<file path="src/rtl/fetch_unit.sv">
// -----------------------------------------------------------------------------
// fetch_unit
//
// Instruction-fetch stage for the LEGv8 datapath. Owns the 64-bit PC, reads
// four bytes (little-endian) from a byte-wide synchronous instruction memory
// with one cycle of read latency, and presents the assembled 32-bit
// instruction and its PC to decode over a valid/ready handshake. Decode
// returns the next-PC redirect (PCSrc / BranchAddress) with the handshake.
//
// Optional feature: define FETCH_HALT_DETECT_EN to enable HALT detection
// (instruction[31:21] == 11'h7FF). The HALT is still presented to decode;
// its handshake parks the unit in HALTED until reset. Undefined, 11'h7FF is
// an ordinary instruction and `halted` is constant 0.
//
// Parameters:
//   PC_RESET       PC value loaded on reset
//   ADDR_W         instruction-memory byte-address width
//
// Ports:
//   clk            rising-edge clock
//   reset          asynchronous, active-high reset
//   imem_addr      byte address to instruction memory (0 when not reading)
//   imem_rd        read strobe; data returns the following cycle
//   imem_data      byte from memory, valid one cycle after imem_rd
//   instruction    assembled instruction
//   PC             byte address of the held instruction
//   inst_valid     instruction / PC valid for decode
//   inst_ready     decode accepts the current instruction
//   PCSrc          redirect select for the instruction being accepted
//   BranchAddress  redirect target (bits [1:0] ignored)
//   halted         HALT accepted; fetch stopped
// -----------------------------------------------------------------------------
module fetch_unit #(
    parameter logic [63:0] PC_RESET = 64'h0,
    parameter int          ADDR_W   = 12
) (
    input  logic              clk,
    input  logic              reset,
    output logic [ADDR_W-1:0] imem_addr,
    output logic              imem_rd,
    input  logic [7:0]        imem_data,
    output logic [31:0]       instruction,
    output logic [63:0]       PC,
    output logic              inst_valid,
    input  logic              inst_ready,
    input  logic              PCSrc,
    input  logic [63:0]       BranchAddress,
    output logic              halted
);

    typedef enum logic [1:0] {
        S_START  = 2'd0,
        S_FETCH  = 2'd1,
        S_VALID  = 2'd2
`ifdef FETCH_HALT_DETECT_EN
        , S_HALTED = 2'd3
`endif
    } state_t;

    state_t      state_q, state_d;
    logic [2:0]  cnt_q,   cnt_d;
    logic [63:0] pc_q,    pc_d;
    logic [31:0] instr_q, instr_d;

    // NOTE: the reset branch is asynchronous, so a reset mid-FETCH discards
    // partially assembled bytes immediately; all state uses non-blocking
    // assignments so every register samples pre-edge values.
    always_ff @(posedge clk or posedge reset) begin
        if (reset) begin
            state_q <= S_START;
            cnt_q   <= '0;
            pc_q    <= PC_RESET;
            instr_q <= '0;
        end else begin
            state_q <= state_d;
            cnt_q   <= cnt_d;
            pc_q    <= pc_d;
            instr_q <= instr_d;
        end
    end

    // NOTE: every signal written here gets a default first, so no path
    // through the case statement can leave one unassigned and infer a latch.
    always_comb begin
        state_d    = state_q;
        cnt_d      = cnt_q;
        pc_d       = pc_q;
        instr_d    = instr_q;
        imem_rd    = 1'b0;
        imem_addr  = '0;
        inst_valid = 1'b0;
        halted     = 1'b0;

        case (state_q)
            S_START: begin
                state_d = S_FETCH;
                cnt_d   = '0;
            end

            S_FETCH: begin
                // Issue cycles cnt=0..3; the byte address wraps within memory.
                if (cnt_q <= 3'd3) begin
                    imem_rd   = 1'b1;
                    imem_addr = pc_q[ADDR_W-1:0] + ADDR_W'(cnt_q);
                end
                // Capture cycles cnt=1..4 take the byte requested one cycle ago.
                case (cnt_q)
                    3'd1:    instr_d[7:0]   = imem_data;
                    3'd2:    instr_d[15:8]  = imem_data;
                    3'd3:    instr_d[23:16] = imem_data;
                    3'd4:    instr_d[31:24] = imem_data;
                    default: ;
                endcase
                if (cnt_q == 3'd4) begin
                    state_d = S_VALID;
                    cnt_d   = '0;
                end else begin
                    cnt_d = cnt_q + 3'd1;
                end
            end

            S_VALID: begin
                inst_valid = 1'b1;
                if (inst_ready) begin
                    state_d = S_FETCH;
                    cnt_d   = '0;
                    pc_d    = PCSrc ? (BranchAddress & ~64'h3) : (pc_q + 64'd4);
`ifdef FETCH_HALT_DETECT_EN
                    // HALT wins over any redirect and freezes the PC.
                    if (instr_q[31:21] == 11'h7FF) begin
                        state_d = S_HALTED;
                        pc_d    = pc_q;
                    end
`endif
                end
            end

`ifdef FETCH_HALT_DETECT_EN
            S_HALTED: begin
                halted = 1'b1;
            end
`endif

            default: begin
                state_d = S_START;
            end
        endcase
    end

    assign instruction = instr_q;
    assign PC          = pc_q;

endmodule

</file>
<file path="config.mk">
export PLATFORM = sky130hd
export DESIGN_NAME = fetch_unit
export DESIGN_NICKNAME = d
export VERILOG_FILES = /design/src/rtl/fetch_unit.sv
export SDC_FILE = /design/constraint.sdc
export NUM_CORES = 1
export LEC_CHECK = 0
export CAP_MARGIN = 30
export CORE_UTILIZATION = 52
export DETAILED_ROUTE_END_ITERATION = 10
export GPL_ROUTABILITY_DRIVEN = 0
export MAX_ROUTING_LAYER = met4
export PLACE_DENSITY_LB_ADDON = 0.25
export SLEW_MARGIN = 20
export SYNTH_ARGS = -nofsm -noshare
export SYNTH_HDL_FRONTEND = slang
export SYNTH_SLANG_ARGS = --single-unit
</file>
<file path="constraint.sdc">
create_clock -name clk -period 5 [get_ports clk]
set_clock_uncertainty 0.1 [all_clocks]
set_input_delay 0.75 -clock clk [delete_from_list [all_inputs] [get_ports clk]]
set_output_delay 0.75 -clock clk [all_outputs]
set_load 0.05 [all_outputs]
</file>
==> impl_metrics.yaml <==
synthesis:
  ys.flop_type: "dfrtp_1"
  synth_area_leader_cell: "dfrtp_1"
  async_flop_share: 1.00
  yosysUniqueCellTypes: 67
  yosys-top-cells-count: "dfrtp_1 (99), nor2_1 (60), nand2_1 (52)"
  ys_seq_area_frac: 0.397
  yosys_warnings: 0
  synth_seq_cells: 99
  synth_top_area_share: 0.397
  syn_avg_cell_area_sq_um: 8.66
  synth_area_sq_um: 6240
  ys_top_cells_by_area: "dfrtp_1 (40%), mux2_2 (5.8%), nand4_1 (4.0%)"
  synth_edf_count: 0
  yosys.cell_count.top_type: "dfrtp_1"
  synthCells: 721
route:
  ant_nets: 0
  via_per_inst: 6.60
  drtIter0Drc: 779
  route.vias.total: 6735
  drcViolationCount: 22
  firstDrtPassIters: 9
  wl_per_cell_um: 20.1
  wirelength_um: 20600
finish:
  fin_nets: 956
  seq_area_sq_um: 2480
  multiInputGateArea_sq_um: 3480
  antennaDiodeCount: 0
  drive_above_1_share: 0.0843
  area_growth_pct: 35.6
  final_cell_area_sq_um: 8470
  utilization: 0.732
  final_cells: 1021
  fillers: 883
setup_path:
  crit_arrival_ns: 2.81
  cp-start-kind: "register"
  required_ns: 4.15
  worstSetupPathType: "register to output pin"
  endpoint_kind: "output pin"
  crit_path_max_fanout: 8
  r2r_cells: 6
clock_tree:
  cts.sinks: 99
  post_cts_buffers: 0
  cts_hold_buf: 0
  cts_buffers: 9
  ctsResizeCount: 0
  cts_tree: "built"
  clkSlewWorstSetupHoldPaths_ns: 0.07
  clock_path_buffers: 2
  cts-root-buf: "clkbuf_16"
  h-tree-depth: 3
  worstSkewPairLatency_ns: 0.36
sta:
  slew_violations: 0
  final-setup-viol-count: 0
  hold_ws_ns: 0.411
  fin_setup_tns_ns: 0
  finalCriticalPeriod_ns: 3.66
  fmax_ghz: 0.273
  rsz0062_at_grt: "no"
  timing.final.ws_setup_ns: 1.34
  tightest_slew_ns: 0.940
  maxSlewHeadroom: 0.368
  period_share: 0.733
  hold_violations: 0
global_routing:
  antenna_found_initial: 0
  grt.total_usage: 0.338
  grt_pass1_vias: 6427
  grt-ovfl-total: 0
  grt_max_degree: 115
  grt_pass1_wl_um: 32400
placement:
  placed_cell_area_sq_um: 8100
  hpwl_um: 14300
  dpl_worst_slack_ns: 1.72
  portBuffers: 181
  dp.cells: 1003
run_status:
  status: "finished with violations"
  violations: "design-rule violations"
floorplanning:
  fp.dieH_um: 112
  initial_core_util: 0.540
  die-area_sq_um: 12500
  fp.dieW_um: 112
  io_pins: 187
  core_sq_um: 11600
  row_count: 39
power:
  power.leakage_nw: 3.26
  ir_drop_v: 0.000509
  power.density_nw_per_um2: 580
  power.total_mw: 4.91
min_path:
  min_path_type: "register to register"
  whs_path_depth: 1
run:
  max-cap-violations: 0
==> critical path, cell delays in order (launching register included) <==
cell and delay [ns]:
dfrtp_1 0.51, ha_1 0.29, nand4_1 0.26, nor2_1 0.24, nand2_1 0.09, xor2_1 0.16
nor2_1 0.10, clkdlybuf4s50_1 0.80
==> where the power goes <==
part / switching [mW] / internal (mW)
clock: 0.330 / 0.440
combinational: 1.75 / 0.949
sequential: 0.369 / 1.08
total: 2.45 / 2.46
==> layer usage <==
layer | vias up | global-route usage | wire length [um]
li1 | 3031 | - | -
met3 | 68 | 0.0882 | 2180
met4 | 0 | 0.154 | 626
met1 | 3208 | 0.426 | 8180
met5 | - | - | 0
met2 | 428 | 0.510 | 9560
==> kinds of logic after synthesis <==
kind of cell             after synthesis  share of synthesized area
AND/OR/NAND/NOR                      325                      0.279
AO/OA/AOI/OAI                        160                      0.169
flip-flops                            99                      0.397
buffers and inverters                 73                     0.0469
multiplexers                          47                     0.0817
XOR/XNOR                               9                     0.0126
adder cells (fa/ha/maj)                7                     0.0140
other                                  1                   0.000601
==> final timing paths <==
path | startpoint | to | slack, ns
max reg2reg | PC[3] | PC[36] | 1.97
max | PC[2] | imem_addr[9] | 1.34
min in group asynchronous | reset | cnt_q[2] | 0.57
min | instruction[0] | instruction[0] | 0.41
max in group asynchronous | reset | PC[3] | 3.25
min reg2reg | instruction[0] | instruction[0] | 0.41
==> layout make-up <==
cell class,instances,share of cell area
flip-flops and latches,99,0.293
repair buffers,193,0.229
inverters,19,0.00872
multi-input cells,551,0.411
clock buffers,10,0.0270
well taps,143,0.0211
clock inverters,6,0.0106
==> sequential cells by signal, summed over array words and instances, names as in the netlist <==
name / cells
instruction: 32
PC: 62
state_q: 2
cnt_q: 3
==> cell usage in the layout, fill, tap and decap left out, types with 4 or more instances in the layout <==
cell / count
xnor2_1: 6
o2bb2ai_1: 5
o21ai_0: 39
nor3_1: 32
dfrtp_1: 99
clkdlybuf4s50_1: 180
and3_1: 15
a2bb2oi_1: 6
or3_1: 12
mux2_2: 32
and4_1: 7
a311oi_1: 4
clkbuf_16: 9
a21oi_1: 37
a221oi_1: 5
inv_1: 17
a211oi_1: 9
nand2_1: 52
mux2i_1: 15
nor4_1: 31
a22oi_1: 4
buf_4: 9
nor2_1: 60
o22ai_1: 5
and2_1: 4
nor2b_1: 8
a31oi_1: 11
ha_1: 7
nand4_1: 40
o211ai_1: 5
nand3_1: 44
(Power assumes the default switching activity.)
